**config.mk**
```make
export PLATFORM = sky130hd
export DESIGN_NAME = me_controller
export DESIGN_NICKNAME = d
export VERILOG_FILES = /design/src/rtl/me_pkg.sv /design/src/rtl/me_row_delay.sv /design/src/rtl/me_controller.sv
export SDC_FILE = /design/constraint.sdc
export NUM_CORES = 1
export LEC_CHECK = 0
export BUFFER_PORTS_ARGS = -buffer_cell sky130_fd_sc_hd__buf_2
export CORE_ASPECT_RATIO = 1.75
export CORE_UTILIZATION = 63
export CTS_CLUSTER_SIZE = 12
export DETAILED_ROUTE_END_ITERATION = 8
export PLACE_DENSITY = 0.85
export SYNTH_ARGS = -nofsm -noshare
export SYNTH_HDL_FRONTEND = slang
export SYNTH_HIERARCHICAL = 1
export SYNTH_SLANG_ARGS = --single-unit
```
**constraint.sdc**
```tcl
create_clock -name clock -period 17.9 [get_ports clock]
set_input_delay 3.58 -clock clock [delete_from_list [all_inputs] [get_ports clock]]
set_output_delay 3.58 -clock clock [all_outputs]
set_load 0.005 [all_outputs]
```
**src/rtl/me_pkg.sv**
```systemverilog
// Shared definitions for the motion-estimation controller: default geometry,
// port-width helpers and the sequencing FSM state encoding.
package me_pkg;

  localparam int BLOCK_DEF = 16;
  localparam int V_POS_DEF = 16;

  typedef enum logic [1:0] {
    IDLE = 2'd0,
    RUN  = 2'd1,
    DONE = 2'd2
  } me_state_t;

  // ceil(log2(n)), never narrower than one bit
  function automatic int clog2_min1(input int n);
    int w;
    w = $clog2(n);
    return (w < 1) ? 1 : w;
  endfunction

  function automatic int addr_w(input int block);
    return clog2_min1(block * block);
  endfunction

  function automatic int row_w(input int block, input int v_pos);
    return clog2_min1(v_pos + block - 1);
  endfunction

  function automatic int col_w(input int block);
    return clog2_min1(2 * block - 1);
  endfunction

  function automatic int pe_w(input int block);
    return clog2_min1(block);
  endfunction

  function automatic int vpos_w(input int v_pos);
    return clog2_min1(v_pos);
  endfunction

  // run counter must reach V_POS*BLOCK^2 + BLOCK
  function automatic int cnt_w(input int block, input int v_pos);
    return clog2_min1(v_pos * block * block + block + 1);
  endfunction

endpackage

```
**src/rtl/me_row_delay.sv**
```systemverilog
// Fixed-depth shift register: the s2 search row is the s1 row issued DEPTH
// cycles earlier, so this line simply replays it.
module me_row_delay #(
  parameter int DEPTH = 16,
  parameter int W     = 4
) (
  input  logic         clock,
  input  logic         reset,
  input  logic         clr,
  input  logic [W-1:0] din,
  output logic [W-1:0] dout
);

  logic [W-1:0] stage_r [DEPTH];

  // Shift one stage per cycle; flush to zero whenever the search is not running
  always_ff @(posedge clock or posedge reset) begin
    if (reset) begin
      for (int i = 0; i < DEPTH; i++) stage_r[i] <= {W{1'b0}};
    end else if (clr) begin
      for (int i = 0; i < DEPTH; i++) stage_r[i] <= {W{1'b0}};
    end else begin
      stage_r[0] <= din;
      for (int i = 1; i < DEPTH; i++) stage_r[i] <= stage_r[i-1];
    end
  end

  assign dout = stage_r[DEPTH-1];

endmodule

```
**src/rtl/me_controller.sv**
```systemverilog
// Sequencer for the 1-D systolic motion-estimation array. A single run counter
// drives the memory addresses (one cycle ahead, covering synchronous reads),
// the per-PE mux/clear strobes and the comparator hand-off. All outputs are
// computed from the next counter value and registered.
module me_controller
  import me_pkg::*;
#(
  parameter  int BLOCK = BLOCK_DEF,
  parameter  int V_POS = V_POS_DEF,
  localparam int AW    = addr_w(BLOCK),
  localparam int RW    = row_w(BLOCK, V_POS),
  localparam int CLW   = col_w(BLOCK),
  localparam int PW    = pe_w(BLOCK),
  localparam int VPW   = vpos_w(V_POS)
) (
  input  logic             clock,
  input  logic             reset,
  input  logic             start,
  output logic             busy,
  output logic             done,
  output logic [AW-1:0]    r_addr,
  output logic [RW-1:0]    s1_row,
  output logic [RW-1:0]    s2_row,
  output logic [CLW-1:0]   s1_col,
  output logic [CLW-1:0]   s2_col,
  output logic [BLOCK-1:0] s1s2_mux,
  output logic [BLOCK-1:0] new_dist,
  output logic             cmp_valid,
  output logic [PW-1:0]    cmp_pe,
  output logic [VPW-1:0]   cmp_vpos
);

  localparam int Q      = BLOCK * BLOCK;
  localparam int VQ     = V_POS * Q;
  localparam int LAST_C = VQ + BLOCK;
  localparam int CW     = cnt_w(BLOCK, V_POS);

  me_state_t      state_r, state_nxt_s;
  logic [CW-1:0]  c_r, c_nxt_s;

  logic             busy_r, done_r, cmp_valid_r, cmp_valid_nxt_s;
  logic [AW-1:0]    r_addr_r, r_addr_nxt_s;
  logic [RW-1:0]    s1_row_r, s1_row_nxt_s, s2_row_s;
  logic [CLW-1:0]   s1_col_r, s1_col_nxt_s, s2_col_r, s2_col_nxt_s;
  logic [BLOCK-1:0] mux_r, mux_nxt_s, nd_r, nd_nxt_s;
  logic [PW-1:0]    cmp_pe_r, cmp_pe_nxt_s;
  logic [VPW-1:0]   cmp_vpos_r, cmp_vpos_nxt_s;

  // FSM next state and run counter: count every RUN cycle, leave after the final compare
  always_comb begin
    state_nxt_s = state_r;
    c_nxt_s     = c_r;
    case (state_r)
      IDLE: begin
        if (start) begin
          state_nxt_s = RUN;
        end else begin
          state_nxt_s = IDLE;
        end
        c_nxt_s = {CW{1'b0}};
      end
      RUN: begin
        if (c_r == CW'(LAST_C)) begin
          state_nxt_s = DONE;
          c_nxt_s     = {CW{1'b0}};
        end else begin
          state_nxt_s = RUN;
          c_nxt_s     = c_r + CW'(1);
        end
      end
      DONE: begin
        state_nxt_s = IDLE;
        c_nxt_s     = {CW{1'b0}};
      end
      default: begin
        state_nxt_s = IDLE;
        c_nxt_s     = {CW{1'b0}};
      end
    endcase
  end

  // Decode the upcoming counter value into addresses (index c) and controls (index c-1)
  always_comb begin
    int g;
    int t;
    int gc;
    int h;
    g               = int'(c_nxt_s);
    t               = g % Q;
    gc              = g - 1;
    h               = g - Q - 1;
    r_addr_nxt_s    = {AW{1'b0}};
    s1_row_nxt_s    = {RW{1'b0}};
    s1_col_nxt_s    = {CLW{1'b0}};
    s2_col_nxt_s    = {CLW{1'b0}};
    mux_nxt_s       = {BLOCK{1'b0}};
    nd_nxt_s        = {BLOCK{1'b0}};
    cmp_valid_nxt_s = 1'b0;
    cmp_pe_nxt_s    = {PW{1'b0}};
    cmp_vpos_nxt_s  = {VPW{1'b0}};
    if (state_nxt_s == RUN) begin
      if (g < VQ) begin
        r_addr_nxt_s = AW'(t);
        s1_row_nxt_s = RW'(g / Q + t / BLOCK);
        s1_col_nxt_s = CLW'(t % BLOCK);
      end else begin
        r_addr_nxt_s = {AW{1'b0}};
      end
      if (g < VQ + BLOCK) begin
        s2_col_nxt_s = CLW'(BLOCK + g % BLOCK);
      end else begin
        s2_col_nxt_s = {CLW{1'b0}};
      end
      if (g >= 1) begin
        for (int k = 0; k < BLOCK; k++) begin
          mux_nxt_s[k] = ((gc % BLOCK) >= k);
          nd_nxt_s[k]  = ((gc % Q) == k) && (gc < VQ);
        end
      end else begin
        mux_nxt_s = {BLOCK{1'b0}};
      end
      // PE k's distortion for position v is final at c = (v+1)*Q + k + 1
      if ((h >= 0) && ((h % Q) < BLOCK) && ((h / Q) < V_POS)) begin
        cmp_valid_nxt_s = 1'b1;
        cmp_pe_nxt_s    = PW'(h % Q);
        cmp_vpos_nxt_s  = VPW'(h / Q);
      end else begin
        cmp_valid_nxt_s = 1'b0;
      end
    end else begin
      cmp_valid_nxt_s = 1'b0;
    end
  end

  // State, counter and output registers
  always_ff @(posedge clock or posedge reset) begin
    if (reset) begin
      state_r     <= IDLE;
      c_r         <= {CW{1'b0}};
      busy_r      <= 1'b0;
      done_r      <= 1'b0;
      r_addr_r    <= {AW{1'b0}};
      s1_row_r    <= {RW{1'b0}};
      s1_col_r    <= {CLW{1'b0}};
      s2_col_r    <= {CLW{1'b0}};
      mux_r       <= {BLOCK{1'b0}};
      nd_r        <= {BLOCK{1'b0}};
      cmp_valid_r <= 1'b0;
      cmp_pe_r    <= {PW{1'b0}};
      cmp_vpos_r  <= {VPW{1'b0}};
    end else begin
      state_r     <= state_nxt_s;
      c_r         <= c_nxt_s;
      busy_r      <= (state_nxt_s != IDLE);
      done_r      <= (state_nxt_s == DONE);
      r_addr_r    <= r_addr_nxt_s;
      s1_row_r    <= s1_row_nxt_s;
      s1_col_r    <= s1_col_nxt_s;
      s2_col_r    <= s2_col_nxt_s;
      mux_r       <= mux_nxt_s;
      nd_r        <= nd_nxt_s;
      cmp_valid_r <= cmp_valid_nxt_s;
      cmp_pe_r    <= cmp_pe_nxt_s;
      cmp_vpos_r  <= cmp_vpos_nxt_s;
    end
  end

  me_row_delay #(
    .DEPTH (BLOCK),
    .W     (RW)
  ) u_row_delay (
    .clock (clock),
    .reset (reset),
    .clr   (state_nxt_s != RUN),
    .din   (s1_row_r),
    .dout  (s2_row_s)
  );

  assign busy      = busy_r;
  assign done      = done_r;
  assign r_addr    = r_addr_r;
  assign s1_row    = s1_row_r;
  assign s2_row    = s2_row_s;
  assign s1_col    = s1_col_r;
  assign s2_col    = s2_col_r;
  assign s1s2_mux  = mux_r;
  assign new_dist  = nd_r;
  assign cmp_valid = cmp_valid_r;
  assign cmp_pe    = cmp_pe_r;
  assign cmp_vpos  = cmp_vpos_r;

endmodule

```
==> reports/results.ini, run 1 <==
[worst_hold_path]
hold_path_depth=1
hold_path_end=u_row_delay/stage_r[37]$_DFF_PP0_
hold_path_startpoint=u_row_delay/stage_r[42]$_DFF_PP0_
hold_path.class=reg -> reg

[power_and_ir_drop]
pwr-share-seq_pct=34.8
vdd_ir_drop_max_uv=133
p_per_area_nw_per_um2=160
cellLeakagePower_nw=4.06
switching_share_pct=38.9
power.clock.fraction_pct=28.0
p_comb_share_pct=37.2
power_switching_w=0.000481
p_int_w=0.000756

[grt]
grt_antenna_before_repair=0
grt_util_met2_pct=53.5
grt_max_degree=84
grt-ovfl-total=0
globalRouteMet1Util_pct=35.0
grt_pass1_vias=5039
grt_use_total_pct=31.0
grtUsageMet3_pct=6.95
grt_pass1_wl_um=25800
busiest_layer=met2

[setup_path]
cp_data_arrival_time_ps=7470
r2r_slack_ps=10740
critPathMaxFanout=16
critPathSlowestCell=o31ai_4
worstSetupPathType=reg -> reg
crit_chain=or4b_4 -> o31ai_4 -> nor2_1 -> inv_1 -> ha_1 -> inv_1 -> nor3_4 -> nand3_2 -> nor3_1 -> nand2_1 -> nand2b_1 -> a21boi_0 -> ha_1 -> ha_1 -> nand3_1 -> ha_1 -> nor4_1 -> nand2_1 -> nor3_1 -> o21ai_0 -> nor4_1 -> o211ai_1 -> and3_1 -> nor4b_2
critical_path.max_stage_delay_ps=700
path_delay_family=simple AND/OR/NAND/NOR gates
end_kind=register
reg2reg_depth=24
worstSetupStartpointType=register
reg2reg_to=cmp_vpos[0]$_DFF_PP0_
regToRegStartpoint=c_r[4]$_DFF_PP0_
timing.critical_path.buf_inv=2
crit_path_frequent_cell=ha_1
required_ps=18210

[routing]
drcViolationCount=0
ant_nets=0
first_pass_iters=6
num_vias=4714
viasPerCell=5.96
drt_iter0_markers=443
wl_per_cell_um=20.0
wirelength_um=15800

[die]
initial_core_util_pct=65.6
rows=49
die_y_um=139
die-width_um=80.5
dieArea_um2=11200
coreArea_um2=10400
top_level_ports=74

[synthesis]
avgSynthCellArea_um2=11.5
synthTopCellsByArea=dfrtp_1 (57%), nor2b_1 (7.5%), ha_1 (5.0%), nor2_1 (2.5%), xnor2_1 (1.8%)
ys_seq_area_share_pct=57.4
synthDistinctLibCells=66
synth_top_cell_area_share_pct=57.4
synth_common_cells=dfrtp_1 (156), nor2b_1 (82), nor2_1 (45), ha_1 (27), nand2_1 (24)
synth.most_common_cell=dfrtp_1
synth_ff_type=dfrtp_1
synthesis.nets=623
ys_ff_latch=156
syn_area_um2=6800
synth_edf_count=0
synth_top_area_cell=dfrtp_1
async_flop_share_pct=100
synth_cells=592
yosysWarnings=6

[clock_tree]
cts_buffers=17
cts_hold_buf=0
cts_htree_levels=4
clock_path_buffers=2
cts_tree=done
clk_latency_ps=420
path_clk_slew_ps=60
cts-root-buf=clkbuf_16
cts_setup_buffers=0
cts.repair.resized=0
cts.sinks=156

[placement]
io_buffer_count=72
placed_area_um2=7160
dp_hpwl_um=10100
gp_congestion=0.932

[sta]
finalHoldViolations=0
max_freq_ghz=0.140
finalSetupViolations=0
period_share_pct=40.0
tns_ps=0
final-max-slew-violation-count=0
relSlewSlack_pct=35.6
rsz0062_at_grt=false
period_needed_ps=7160
skew_ps=8.21
tightest_slew_ps=966

[finish]
utilization_pct=74.6
multi_input_area_um2=2630
drive_above_1_share_pct=20.5
antenna_cells=0
area_growth_pct=13.7
fin_nets=682
n_fill_cell=668
fin_area_um2=7730
seq_area_um2=3900

[job]
maxCapViolCount=0

[outcome]
status=complete, no violations

==> worst reg2reg max path, stage by stage (launching register included) <==
cell      delay [ps]
dfrtp_1          550
or4b_4           560
o31ai_4          700
nor2_1           290
inv_1            260
ha_1             340
inv_1            140
nor3_4           230
nand3_2          160
nor3_1           340
nand2_1          130
nand2b_1         360
a21boi_0         240
ha_1             210
ha_1             340
nand3_1          170
ha_1             230
nor4_1           280
nand2_1           80
nor3_1           330
o21ai_0          190
nor4_1           200
o211ai_1         100
and3_1           320
nor4b_2          320
==> layout make-up <==
class                           count  share of cell area [%]
Clock buffer                       18                    5.68
Inverter                           21                    1.05
Tap cell                          127                    2.06
Clock inverter                     14                    1.72
Timing Repair Buffer               76                    5.05
Multi-Input combinational cell    379                    34.0
Sequential cell                   156                    50.5
==> power groups by stage <==
stage / logic, W / clock network (W) / registers [W]
finish: 0.000460 / 0.000347 / 0.000431
floorplan: 0.000324 / 0 / 0.000428
global placement: 0.000423 / 0 / 0.000433
global route: 0.000507 / 0.000364 / 0.000434
CTS: 0.000453 / 0.000348 / 0.000430
detailed placement: 0.000437 / 0 / 0.000434
==> stage by stage <==
step,cells,power [W],hold slack (ps),setup slack [ps]
floorplan,592,0.000752,439,11860
global placement,759,0.000856,445,11270
detailed placement,759,0.000872,446,10900
CTS,791,0.00123,463,10850
global route,791,0.00131,474,10080
finish,791,0.00124,462,10740
==> routing by layer <==
layer	vias up	routed length (µm)
met4	0	732
met3	59	743
met1	2329	5900
met5	-	0
li1	2130	-
met2	196	8470
==> sequential cells by signal, indices dropped and copies added, names as in the netlist <==
register,flops
busy,1
u_row_delay/stage_r,75
r_addr,8
state_r,2
s2_col,5
c_r,13
done,1
new_dist,16
cmp_pe,4
u_row_delay/dout,5
cmp_valid,1
s1_row,5
s1s2_mux,16
cmp_vpos,4
==> placed cells by master (no fill, tap or decap), types with 6 or more instances in the layout <==
cell type,n
inv_1,16
nand2b_1,9
buf_2,72
xnor2_1,14
nor2b_1,82
nor4_2,6
nand4_1,10
nor2_1,45
ha_1,27
a21oi_1,15
xor2_1,9
clkbuf_16,17
dfrtp_1,156
nor3_1,20
and3_1,12
nor4_1,10
nand3_1,13
nand2_1,24
==> cells by family (layout without fill, tap and decap cells) <==
kind of cell / after synthesis / in the layout / synth area share (%)
AOI/OAI and AO/OA: 63 / 63 / 6.71
xor gates and xnor gates: 24 / 24 / 3.20
adders and majority gates: 28 / 28 / 5.26
buffers and inverters: 57 / 129 / 4.18
DFF: 156 / 156 / 57.4
muxes: 1 / 1 / 0.166
other: 1 / 1 / 0.0551
and+or+nand+nor: 262 / 262 / 23.0
==> worst max path at each step <==
stage	slack (ps)	startpoint	to	cells after the start
2_1_floorplan	11860	c_r[5]$_DFF_PP0_	cmp_vpos[0]$_DFF_PP0_	28
3_3_place_gp	11270	c_r[4]$_DFF_PP0_	cmp_vpos[1]$_DFF_PP0_	24
3_5_place_dp	10900	c_r[4]$_DFF_PP0_	cmp_vpos[0]$_DFF_PP0_	24
4_1_cts	10850	c_r[4]$_DFF_PP0_	cmp_vpos[0]$_DFF_PP0_	24
5_1_grt	10080	c_r[0]$_DFF_PP0_	cmp_vpos[0]$_DFF_PP0_	26
6_report	10740	c_r[4]$_DFF_PP0_	cmp_vpos[0]$_DFF_PP0_	24
(Power assumes the default switching activity.)
==> run 2: changes to the inputs <==
--- a/config.mk
+++ b/config.mk
@@ -7,10 +7,10 @@
 export LEC_CHECK = 0
 export BUFFER_PORTS_ARGS = -buffer_cell sky130_fd_sc_hd__buf_2
 export CORE_ASPECT_RATIO = 1.75
-export CORE_UTILIZATION = 63
+export CORE_UTILIZATION = 53
 export CTS_CLUSTER_SIZE = 12
 export DETAILED_ROUTE_END_ITERATION = 8
-export PLACE_DENSITY = 0.85
+export PLACE_DENSITY = 0.76
 export SYNTH_ARGS = -nofsm -noshare
 export SYNTH_HDL_FRONTEND = slang
 export SYNTH_HIERARCHICAL = 1
==> constraint.sdc (replaced) <==
create_clock -name clock -period 5.8 [get_ports clock]
set_input_delay 1.16 -clock clock [delete_from_list [all_inputs] [get_ports clock]]
set_output_delay 1.16 -clock clock [all_outputs]
set_load 0.005 [all_outputs]
==> reports/results.ini, run 2 (synthesis gave the netlist of run 1 again) <==
[outcome]
status=complete, no violations

[finish]
regMostFlops=u_row_delay/stage_r
drive_above_1_share_pct=25.2
largest_reg_flops=75
fin_nets=708
fin_area_um2=8110
layout_commonest_cell=dfrtp_1
utilization_pct=64.9
area_growth_pct=19.2
final_cell_mix=dfrtp_1 (154), nor2b_1 (82), buf_2 (72), nor2_1 (45), buf_4 (30)
antenna_cells=0

[power_and_ir_drop]
vdd_ir_drop_max_uv=438
total_power_w=0.00399
cellLeakagePower_nw=4.23
p_per_area_nw_per_um2=492

[clock_tree]
cts_tree=done
path_clk_slew_ps=70
cts_htree_levels=4
clock_path_buffers=2
cts-root-buf=clkbuf_16
clk_latency_ps=410
cts.sinks=156
cts_buffers=17

[placement]
dp_hpwl_um=10400
gp_congestion=0.969
placed_area_um2=7370
io_buffer_count=72
dp_slack_ps=-46.3

[setup_path]
end_kind=register
critPathMaxFanout=10
crit_path_frequent_cell=nand2_1
worstSetupPathType=reg -> reg
required_ps=6130
cp_data_arrival_time_ps=5750
critPathSlowestCell=or4b_4
critical_path.max_stage_delay_ps=610
reg2reg_depth=23
cp-startpoint=c_r[7]$_DFF_PP0_
regToRegStartpoint=c_r[7]$_DFF_PP0_
crit_path_end=cmp_vpos[1]$_DFF_PP0_
reg2reg_to=cmp_vpos[1]$_DFF_PP0_
r2r_slack_ps=380
worstSetupStartpointType=register
crit_chain=or4b_4 -> o31a_4 -> nand2_1 -> ha_1 -> inv_1 -> nor3_4 -> nand3_4 -> nor3_4 -> nand2_1 -> nand2b_2 -> a21boi_1 -> ha_2 -> nand3_2 -> nand2b_1 -> ha_1 -> nor4b_1 -> nand2_1 -> nor3_2 -> o21ai_1 -> nor4_2 -> o211ai_1 -> and3_4 -> nor4b_2

[worst_hold_path]
hold_path.class=reg -> reg
hold_path_depth=1

[sta]
finalHoldViolations=0
tightest_slew_ps=960
finalSetupViolations=0
rsz0062_at_grt=false
skew_ps=9.41
max_freq_ghz=0.185
relSlewSlack_pct=36.0
hold_ws_ps=465
period_share_pct=93.4
final-max-slew-violation-count=0
fin_ws_ps=382
period_needed_ps=5420

[grt]
grt_pass1_wl_um=24000
grt_max_degree=84
grt_use_total_pct=24.2
grt-ovfl-total=0
grt_pass1_vias=4900
grt_antenna_before_repair=0

[routing]
first_pass_iters=5
drcViolationCount=0
viasPerCell=5.44
ant_nets=0
num_vias=4665
wl_per_cell_um=17.5
wirelength_um=15000
drt_iter0_markers=288

[die]
initial_core_util_pct=54.4
coreArea_um2=12500
dieArea_um2=13300
top_level_ports=74
die-width_um=87.6
die_y_um=152
rows=54

[job]
maxCapViolCount=0

[run 2: layout make-up]
class / count / area, µm²
inverter: 21 / 81.3
clock inverter: 15 / 209
sequential: 156 / 3910
timing repair buffer: 102 / 586
fill: 948 / 4390
tap: 168 / 210
clock buffer: 17 / 425
multi-input combinational: 379 / 2690
[run 2: worst min-delay path by stage]
stage / end / startpoint / slack [ps]
floorplan: u_row_delay/dout[0]$_DFF_PP0_ / u_row_delay/stage_r[5]$_DFF_PP0_ / 440
global placement: u_row_delay/stage_r[70]$_DFF_PP0_ / u_row_delay/stage_r[75]$_DFF_PP0_ / 450
detailed placement: u_row_delay/stage_r[56]$_DFF_PP0_ / u_row_delay/stage_r[61]$_DFF_PP0_ / 450
CTS: u_row_delay/stage_r[5]$_DFF_PP0_ / u_row_delay/stage_r[10]$_DFF_PP0_ / 460
global route: u_row_delay/stage_r[63]$_DFF_PP0_ / u_row_delay/stage_r[68]$_DFF_PP0_ / 470
finish: u_row_delay/stage_r[5]$_DFF_PP0_ / u_row_delay/stage_r[10]$_DFF_PP0_ / 460
[run 2: worst max-delay path: cells and delay by family, from the launching register on]
family,cells,cell delay [ps]
DFF,1,440
buffers and inverters,1,90
AOI/OAI and AO/OA,4,890
adders and majority gates,3,690
and+or+nand+nor,15,3230
[run 2: per-stage QoR]
step           cells  setup TNS, ps
2_1_floorplan    592              0
3_3_place_gp     820              0
3_5_place_dp     820           -119
4_1_cts          852              0
5_1_grt          858              0
6_report         858              0
[run 2: power breakdown]
| part | switching [W] | internal [W] | total [W] | leakage, nW |
|---|---|---|---|---|
| clock network | 0.000479 | 0.000697 | 0.00118 | 0.307 |
| registers | 0.0000705 | 0.00124 | 0.00131 | 2.12 |
| logic | 0.000932 | 0.000570 | 0.00150 | 1.81 |
| total | 0.00148 | 0.00251 | 0.00399 | 4.23 |
[run 2: timing repair]
action,4_1_cts,5_1_grt
setup endpoints to repair,5,9
pin swaps,0,4
hold buffers,0,0
gates resized for setup,1,15
setup buffers,0,6
[run 2: per-layer routing]
metal,vias to the layer above,wire length (µm),GRT usage (%)
met5,-,0,0
met4,0,793,15.8
met3,48,407,4.83
met2,114,8190,42.2
met1,2320,5610,25.9
li1,2183,-,-
==> run 3: changes to the inputs <==
--- a/config.mk
+++ b/config.mk
@@ -7,10 +7,11 @@
 export LEC_CHECK = 0
 export BUFFER_PORTS_ARGS = -buffer_cell sky130_fd_sc_hd__buf_2
 export CORE_ASPECT_RATIO = 1.75
-export CORE_UTILIZATION = 53
-export CTS_CLUSTER_SIZE = 12
+export CORE_UTILIZATION = 55
+export CTS_BUF_LIST = sky130_fd_sc_hd__clkbuf_8
+export CTS_CLUSTER_SIZE = 40
 export DETAILED_ROUTE_END_ITERATION = 8
-export PLACE_DENSITY = 0.76
+export PLACE_DENSITY = 0.78
 export SYNTH_ARGS = -nofsm -noshare
 export SYNTH_HDL_FRONTEND = slang
 export SYNTH_HIERARCHICAL = 1
==> reports/results.ini, run 3 (synthesis gave the netlist of run 1 again) <==
[clock_tree]
cts_htree_levels=4
path_clk_slew_ps=90
clk_latency_ps=450
cts_hold_buf=0
cts-root-buf=clkbuf_8
cts.sinks=156
cts_tree=done
cts_buffers=17
clock_path_buffers=2

[sta]
period_needed_ps=5520
tns_ps=0
skew_ps=16.6
relSlewSlack_pct=37.1
period_share_pct=95.2
tightest_slew_ps=943
finalSetupViolations=0
max_freq_ghz=0.181
finalHoldViolations=0
final-max-slew-violation-count=0

[finish]
antenna_cells=0
utilization_pct=65.6
n_fill_cell=917
fin_nets=705
final_cell_mix=dfrtp_1 (153), nor2b_1 (82), buf_2 (72), nor2_1 (44), buf_4 (27)
largest_reg_flops=75
area_growth_pct=15.7
drive_above_1_share_pct=25.8
layout_commonest_cell=dfrtp_1
fin_area_um2=7870
regMostFlops=u_row_delay/stage_r

[grt]
grt-ovfl-total=0
grt_pass1_wl_um=23000
grt_max_degree=84
globalRouteMet1Util_pct=27.3
grt_use_total_pct=23.7
busiest_layer=met2
grtUsageMet3_pct=5.48
grt_pass1_vias=4689
grt_util_met2_pct=40.6
grt_antenna_before_repair=0

[die]
die-width_um=86.1
coreArea_um2=12000
rows=53
die_y_um=149
dieArea_um2=12800
initial_core_util_pct=56.7
top_level_ports=74

[routing]
ant_nets=0
wl_per_cell_um=17.1
first_pass_iters=5
drt_iter0_markers=329
viasPerCell=5.51
wirelength_um=14600
drcViolationCount=0
num_vias=4692

[setup_path]
path_delay_family=simple AND/OR/NAND/NOR gates
end_kind=register
r2r_slack_ps=280
crit_chain=or4b_4 -> o31ai_4 -> nor2_1 -> inv_2 -> ha_2 -> inv_1 -> o31a_1 -> nor2_2 -> nand2_1 -> nand2b_2 -> a21boi_1 -> ha_2 -> nand3_2 -> nand2b_1 -> ha_1 -> nor4b_2 -> nand2_1 -> nor3_2 -> o21ai_1 -> nor4_2 -> o211ai_1 -> and3_4 -> nor4_2
critPathSlowestCell=or4b_4
worstSetupPathType=reg -> reg
cp_data_arrival_time_ps=5860
worstSetupStartpointType=register
regToRegStartpoint=c_r[7]$_DFF_PP0_
critPathMaxFanout=9
critical_path.max_stage_delay_ps=590
timing.critical_path.buf_inv=2
reg2reg_depth=23
required_ps=6140
reg2reg_to=cmp_vpos[2]$_DFF_PP0_

[worst_hold_path]
hold_path_depth=1
hold_path_end=u_row_delay/stage_r[68]$_DFF_PP0_
hold_path_startpoint=u_row_delay/stage_r[73]$_DFF_PP0_
hold_path.class=reg -> reg

[outcome]
status=complete, no violations

[power_and_ir_drop]
p_comb_share_pct=42.9
p_int_w=0.00219
cellLeakagePower_nw=4.11
pwr-share-seq_pct=35.5
vdd_ir_drop_max_uv=437
p_per_area_nw_per_um2=464
switching_share_pct=40.0
power_switching_w=0.00146
power.clock.fraction_pct=21.6

[placement]
gp_congestion=0.932
placed_area_um2=7360
dp_hpwl_um=10100
io_buffer_count=72

[job]
maxCapViolCount=0

-- run 3: changes by cell type in the layout (fill, tap and decap cells not counted), sizes merged --
cell,before,now
clkinvlp,1,2
inv,27,28
bufinv,3,1
buf,102,99
clkbuf,17,18
clkinv,5,4
-- run 3: how the worst max path moves through the flow --
stage / slack (ps) / from / end / cells after the start
after floorplan: 50 / c_r[5]$_DFF_PP0_ / cmp_vpos[0]$_DFF_PP0_ / 28
after global placement: 270 / c_r[7]$_DFF_PP0_ / cmp_vpos[1]$_DFF_PP0_ / 23
after global routing: -30 / c_r[6]$_DFF_PP0_ / cmp_vpos[0]$_DFF_PP0_ / 23
after detailed placement: -250 / c_r[6]$_DFF_PP0_ / cmp_vpos[1]$_DFF_PP0_ / 23
final: 280 / c_r[7]$_DFF_PP0_ / cmp_vpos[2]$_DFF_PP0_ / 23
after CTS: 4 / c_r[6]$_DFF_PP0_ / cmp_vpos[1]$_DFF_PP0_ / 23
-- run 3: power groups by stage --
stage                     combinational (W)  sequential, W  clock (W)
after floorplan                     0.00100        0.00132          0
after global placement              0.00139        0.00131          0
after detailed placement            0.00145        0.00132          0
after CTS                           0.00148        0.00130   0.000804
after global routing                0.00171        0.00131   0.000849
final                               0.00157        0.00130   0.000789
-- run 3: final cells by class --
cell class | instances | area [µm²] | share of cell area, %
Inverter | 21 | 81.3 | 1.03
Clock inverter | 14 | 148 | 1.88
Clock buffer | 18 | 248 | 3.15
Sequential cell | 156 | 3910 | 49.7
Multi-Input combinational cell | 379 | 2720 | 34.5
Timing Repair Buffer | 99 | 563 | 7.15
Tap cell | 165 | 206 | 2.62
-- run 3: timing repair --
item                                    4_1_cts  5_1_grt
gates resized for setup                       7       15
endpoints found under the setup margin        9        9
pin swaps                                     1        5
hold endpoints to repair                      0        0
setup buffers                                 0        4
-- run 3: metal layers --
metal / up-vias / routed length, µm
li1: 2171 / -
met1: 2331 / 5760
met2: 141 / 7700
met3: 49 / 515
met4: 0 / 628
met5: - / 0
-- run 3: per-stage QoR --
step	hold slack [ps]	total power [W]	setup slack, ps	std cells
2_1_floorplan	439	0.00232	53.7	592
3_3_place_gp	441	0.00270	269	816
3_5_place_dp	448	0.00277	-252	816
4_1_cts	465	0.00358	4.39	848
5_1_grt	485	0.00387	-31.5	852
6_report	466	0.00365	279	852
